--- src/rtl/mc_control_fsm.sv ---
// Multi-cycle control FSM: fetch/decode/exec/mem/wb sequencing
// with memory handshake, branch resolution and retire counting.
module mc_control_fsm #(
  parameter int RETIRE_W = 16
) (
  input  logic                clk,
  input  logic                rst,
  input  logic [15:0]         instr,
  input  logic                mem_ready,
  input  logic                zero,
  output logic [1:0]          ALUOp,
  output logic [3:0]          Opcode,
  output logic                ir_load,
  output logic                pc_write,
  output logic                mem_read,
  output logic                mem_write,
  output logic                reg_write,
  output logic                mem_to_reg,
  output logic                alu_src,
  output logic                reg_dst,
  output logic [1:0]          pc_src,
  output logic                illegal,
  output logic [RETIRE_W-1:0] retired
);

  typedef enum logic [2:0] {
    S_IDLE,
    S_FETCH,
    S_DECODE,
    S_EXEC,
    S_MEM,
    S_WB
  } state_t;

  state_t              r_state;
  logic [3:0]          r_opc;
  logic [RETIRE_W-1:0] r_ret;

  logic w_ld;
  logic w_st;
  logic w_br;
  logic w_bne;
  logic w_jmp;
  logic w_ill;
  logic w_rtype;

  assign w_ld    = (r_opc == 4'b0000);
  assign w_st    = (r_opc == 4'b0001);
  assign w_bne   = (r_opc == 4'b1100);
  assign w_br    = (r_opc == 4'b1011) || w_bne;
  assign w_jmp   = (r_opc == 4'b1101);
  assign w_ill   = (r_opc == 4'b1010) || (r_opc >= 4'b1110);
  assign w_rtype = (r_opc >= 4'b0010) && (r_opc <= 4'b1001);

  always_ff @(posedge clk or posedge rst) begin
    if (rst) begin
      r_state <= S_IDLE;
      r_opc   <= 4'b0000;
      r_ret   <= '0;
    end else begin
      unique case (r_state)
        S_IDLE: r_state <= S_FETCH;
        S_FETCH: begin
          if (mem_ready) begin
            r_opc   <= instr[15:12];
            r_state <= S_DECODE;
          end
        end
        S_DECODE: begin
          if (w_jmp) begin
            r_ret   <= r_ret + RETIRE_W'(1);
            r_state <= S_FETCH;
          end else if (w_ill) begin
            r_state <= S_FETCH;
          end else begin
            r_state <= S_EXEC;
          end
        end
        S_EXEC: begin
          if (w_ld || w_st) begin
            r_state <= S_MEM;
          end else if (w_rtype) begin
            r_state <= S_WB;
          end else begin
            if (w_br) r_ret <= r_ret + RETIRE_W'(1);
            r_state <= S_FETCH;
          end
        end
        S_MEM: begin
          if (mem_ready) begin
            if (w_ld) begin
              r_state <= S_WB;
            end else begin
              r_ret   <= r_ret + RETIRE_W'(1);
              r_state <= S_FETCH;
            end
          end
        end
        S_WB: begin
          r_ret   <= r_ret + RETIRE_W'(1);
          r_state <= S_FETCH;
        end
        default: r_state <= S_IDLE;
      endcase
    end
  end

  // Strobes decode from registered state/opcode; only FETCH, MEM
  // and branch EXEC look at the handshake and flag inputs.
  always_comb begin
    ALUOp      = 2'b00;
    ir_load    = 1'b0;
    pc_write   = 1'b0;
    mem_read   = 1'b0;
    mem_write  = 1'b0;
    reg_write  = 1'b0;
    mem_to_reg = 1'b0;
    alu_src    = 1'b0;
    reg_dst    = 1'b0;
    pc_src     = 2'b00;
    illegal    = 1'b0;
    unique case (r_state)
      S_FETCH: begin
        mem_read = 1'b1;
        ir_load  = mem_ready;
        pc_write = mem_ready;
      end
      S_DECODE: begin
        if (w_jmp) begin
          pc_write = 1'b1;
          pc_src   = 2'b10;
        end
        illegal = w_ill;
      end
      S_EXEC: begin
        if (w_ld || w_st) begin
          ALUOp   = 2'b10;
          alu_src = 1'b1;
        end else if (w_br) begin
          ALUOp    = 2'b01;
          pc_src   = 2'b01;
          pc_write = w_bne ? ~zero : zero;
        end
      end
      S_MEM: begin
        mem_read  = w_ld;
        mem_write = w_st;
      end
      S_WB: begin
        reg_write  = 1'b1;
        mem_to_reg = w_ld;
        reg_dst    = w_rtype;
      end
      default: ;
    endcase
  end

  assign Opcode  = r_opc;
  assign retired = r_ret;

endmodule

--- config.mk ---
export PLATFORM = sky130hd
export DESIGN_NAME = mc_control_fsm
export DESIGN_NICKNAME = d
export VERILOG_FILES = /design/src/rtl/mc_control_fsm.sv
export SDC_FILE = /design/constraint.sdc
export NUM_CORES = 1
export LEC_CHECK = 0
export BUFFER_PORTS_ARGS = -buffer_cell sky130_fd_sc_hd__buf_4
export CAP_MARGIN = 20
export CORE_MARGIN = 2
export CORE_UTILIZATION = 43
export DETAILED_ROUTE_END_ITERATION = 10
export GPL_ROUTABILITY_DRIVEN = 1
export PLACE_DENSITY = 0.85
export SETUP_SLACK_MARGIN = 0.5
export SLEW_MARGIN = 40
export SYNTH_ARGS = -nofsm -noshare
export SYNTH_HDL_FRONTEND = slang
export SYNTH_SLANG_ARGS = --single-unit
--- constraint.sdc ---
create_clock -name clk -period 1.7 [get_ports clk]
set_input_delay 0.17 -clock clk [delete_from_list [all_inputs] [get_ports clk]]
set_output_delay 0.17 -clock clk [all_outputs]
set_load 0.02 [all_outputs]
**Word level (Yosys, flattened, before mapping)**

Index checks and enable logic that the tools add are counted.

- Register bits: 23
- Output and inout port bits: 33
- Input port bits: 20
- Word-level logic and storage cells: 71

- Mux-type cells: 35
- Equality and inequality tests: 17
- Reduce and logical (&&, ||, !) cells: 11
- Bitwise gates (word level): 1
- $lt $le $gt $ge: 3
- $add $sub $neg: 1

Operator list:

| kind | number |
|---|---|
| two-way mux 16 bit | 6 |
| one-hot mux 16 bit (4 select lines) | 1 |
| adder 16 x 1 -> 16 bit, second input constant | 1 |
| == test 4 bit, second input constant | 4 |
| two-way mux 3 bit | 5 |
| one-hot mux 3 bit (5 select lines) | 1 |
| two-way mux 1 bit | 14 |
| inequality test 2 bit, second input constant | 7 |
| two-way mux 2 bit | 5 |
| AND reduction 7 bit | 1 |
| == test 3 x 2 -> 1 bit, second input constant | 2 |
| == test 3 bit, second input constant | 2 |
| == test 4 x 1 -> 1 bit, second input constant | 1 |
| greater-or-equal comparator 4 x 2 -> 1 bit, second input constant | 1 |
| greater-or-equal comparator 4 bit, second input constant | 1 |
| <= comparator 4 bit, second input constant | 1 |
| logical NOT 4 bit | 1 |
| one-hot mux 2 bit (2 select lines) | 1 |
| AND reduction 2 bit | 2 |
| nonzero test 4 bit | 1 |
| == test 3 x 1 -> 1 bit, second input constant | 1 |
| logical NOT 3 bit | 1 |
| logical OR 1 bit | 3 |
| one-hot mux 1 bit (3 select lines) | 1 |
| 4 further kinds | 4 |

**Longest topological paths before layout**

- Depth in word-level cells: 6
- Gate-level depth with buffers: 7
- Mapped depth without buffers: 5

**Least setup slack after synthesis**

No wires, ideal clock.

- Path kind: register to output
- Start: reg r_opc[2] (netlist: Opcode[2])
- End: out pc_write
- Stages on the path, launching flop included: 6
- Path slack: -0.361 ns
- Path buffers: 0
- Required time: 1.530 ns
- Data arrival time: 1.891 ns
- Path through: dfrtp_1 > or2b_2 > nor2_1 > o2111a_1 > a21oi_1 > o21ai_0

- Longest elaborated chain between the ends: 5
- Elaborated cells between the ends (all ways): 12
- Those cells by class: 4 x eq/ne; 5 x mux; 3 x reduce/logical

Ends and longest elaborated chain:

| what | line | text |
|---|---|---|
| from (decl) | 36 | `logic [3:0] r_opc;` |
| from (signal assigned) | 65 | `r_opc <= instr[15:12];` |
| == test 4 bit, on equally long branches | 49, 50 |  |
| two-way mux 1 bit or logical OR 1 bit (tied branches) | 142, 50 |  |
| two-way mux 1 bit | 139 | `end else if (w_br) begin` |
| two-way mux 1 bit | 136 | `if (w_ld \|\| w_st) begin` |
| one-hot mux 1 bit (3 select lines) (*) | 122 | `unique case (r_state)` |
| to (decl) | 14 | `output logic pc_write,` |

Mark *: on every way between the ends. The rest lies on a longest branch, timed or not.

**Final worst setup path**

- Start: reg r_opc[0] (netlist: Opcode[0])
- End: out pc_write

Same word-level chain as after synthesis.

==> reports/results.tsv <==
stage	metric	value	unit
run_status	status	finished, violations left	
run_status	failing checks	setup timing	
placement	Placer Congestion	0.905	
floorplanning	DIE HEIGHT	59.5	um
sta	worst slew pin tran	0.371	ns
power_and_ir_drop	Tot Pwr	4.11	mW
floorplanning	core area	3000	sq um
clock_tree	CTS tree	built	
power_and_ir_drop	Pleak	1.06	nW
global_route	gr ovfl total	0	
logic_synthesis	post-synthesis cell type with the largest combined area	dfrtp_1	
clock_tree	clock latency on the worst-skew pair	0.31	ns
routing	DRT Pass-1 Iters	4	
logic_synthesis	Post-synth EDFFs	0	
logic_synthesis	post-synthesis instance total	127	
setup_path	register-to-register setup slack	-0.32	ns
global_route	initial antenna violation count	0	
placement	pre-CTS setup slack	-0.0857	ns
routing	via count	1366	
sta	setup ws final	-0.340	ns
sta	clock skew after layout	0.0169	ns
job	MaxCap Viol Count	0	
global_route	vias in the first global route	1336	
global_route	first-pass GRT wire length	6430	um
clock_tree	Max clock buf depth	2	
finish	commonest cells after routing, fill and taps aside	buf_4 (50), buf_6 (32), dfrtp_1 (17)	
floorplanning	initial core utilization	0.442	
setup_path	startpoint types	register	
sta	fmax	0.490	GHz
routing	routed vias/inst	5.67	
routing	Post-Route M1 WL	1630	um
logic_synthesis	Netlist cell types	41	
clock_tree	number of buffers created by CTS	3	
routing	Antenna Violating Nets Remaining	0	
floorplanning	DIE AREA	3540	sq um
routing	met3 routed WL	158	um
placement	Final HPWL DP	2620	um
min_path	HP Class	in2reg	
global_route	Total Routing Usage GR	0.243	
sta	Tcrit/Tclk final	1.20	
finish	Diodes inserted	0	
floorplanning	Site Rows	20	
logic_synthesis	synthesized area per cell	10.4	sq um
setup_path	CP endpoint kind	output pin	
sta	final setup vio count	27	
floorplanning	die width	59.5	um
floorplanning	I/O Pins	53	
routing	DR top layer	met4	
routing	DRC Markers	0	
finish	layout cells sized above 1	0.659	
sta	Hold Violations, Final	0	
logic_synthesis	ys async rst share	1.00	
logic_synthesis	sequential area share after synthesis	0.434	
routing	WL final	4320	um
setup_path	critical path arrival	1.87	ns
sta	RSZ-0062 raised after global routing	yes	
logic_synthesis	main flop type after synthesis	dfrtp_1	
power_and_ir_drop	PD cells	1750	nW/um^2
finish	nets	230	
sta	Slew Limit Fails	0	
clock_tree	clk root buf	clkbuf_4	
logic_synthesis	Ys Warns	0	
global_route	pin count of the biggest net entering global routing	24	
clock_tree	Reg clk slew, reported paths	0.13	ns
placement	PortBufs	40	
logic_synthesis	share of the synthesized area in the top cell type	0.434	
finish	commonest non-fill, non-tap cell in the layout	buf_4	
logic_synthesis	Post-Syn Area	1330	sq um
routing	DR WL/cell	17.9	um
setup_path	worst-path fanout max	3	
logic_synthesis	syn nets	148	
sta	total negative slack	-5.78	ns
logic_synthesis	top cells by area, synth	dfrtp_1 (43%), xnor2_1 (9.9%), nand4_1 (6.1%), mux2_2 (4.2%), nand2_1 (2.8%)	
finish	area delta synth->final	77.0	%
setup_path	Worst EP required	1.53	ns
routing	wire length on met2	2460	um
routing	drt initial violations	43	
clock_tree	clk sinks	23	
sta	Final min period	2.04	ns
sta	worst rel slew slack	0.752	
power_and_ir_drop	peak supply drop	1.28	mV
logic_synthesis	Yosys reg bits	23	
setup_path	CP Class	reg2out	
clock_tree	H-Tree Depth	1	
logic make-up after synthesis:
| kind of cell | Yosys count | share of synthesized area |
|---|---|---|
| simple gates | 51 | 0.225 |
| flops | 23 | 0.434 |
| compound gates | 17 | 0.115 |
| xor+xnor | 16 | 0.106 |
| buf+inv | 14 | 0.0689 |
| mux | 5 | 0.0424 |
| fa+ha+maj | 1 | 0.00943 |
per-stage QoR:
step	hold WS, ns	std cells	utilization	cell area (sq um)
CTS	0.0643	231	0.718	2160
global route	0.0760	241	0.782	2350
detailed placement	0.238	210	0.611	1840
global placement	0.233	210	0.611	1840
floorplan	0.172	127	-	1430
finish	0.0653	241	0.782	2350
layer usage:
layer	vias up	GRT usage
met1	671	0.265
met3	8	0.0371
met4	0	0.0667
met5	-	0
met2	54	0.476
li1	633	-
synth_stat cells (2+ instances only):
cell / n
dfrtp_1: 23
xnor2_1: 15
nand4_1: 13
nand2_1: 10
inv_1: 6
nor2_1: 6
mux2_2: 5
and3_1: 4
clkbuf_1: 3
nor3_1: 3
o21ai_0: 3
a21oi_1: 2
buf_6: 2
clkbuf_8: 2
nand3_1: 2
nor4_1: 2
o2111a_1: 2
what timing repair did:
item	4_1_cts	5_1_grt
setup buffers	16	9
setup endpoints to repair	41	41
endpoints found under the hold margin	23	0
hold buffers	1	0
gates resized for setup	43	23
cloned	0	1
pin swaps	14	28
registers in the layout, summed over array words and instances, names as in the netlist:
register,count
r_state,3
retired,16
Opcode,4
where the power goes:
group	internal, mW	switching [mW]
Sequential	0.694	0.165
Combinational	1.54	1.47
Clock	0.0914	0.154
path summary, 6_finish.rpt:
path	from	endpoint	depth (start not counted)
worst max-delay path	Opcode[0]	pc_write	7
worst min-delay path	instr[12]	Opcode[0]	3
worst max register to register	Opcode[0]	retired[5]	7
worst min register to register	retired[15]	retired[15]	1
max in group asynchronous	rst	r_state[2]	4
min in group asynchronous	rst	retired[4]	4
layout make-up:
type                    instances  area, sq um
well taps                      33         41.3
flip-flops and latches         23          583
fillers                       181          656
inverters                       6         25.0
clock buffers                   4         26.3
repair buffers                 84          761
multi-input cells              91          911
worst max-delay path, stage by stage (launching register included):
cell and delay (ns):
dfrtp_2 0.45, buf_6 0.13, and3b_2 0.22, buf_6 0.12
o2111a_2 0.25, a21oi_2 0.16, o21ai_2 0.08, buf_6 0.14
Note: power is estimated with default switching activity, not from simulation.
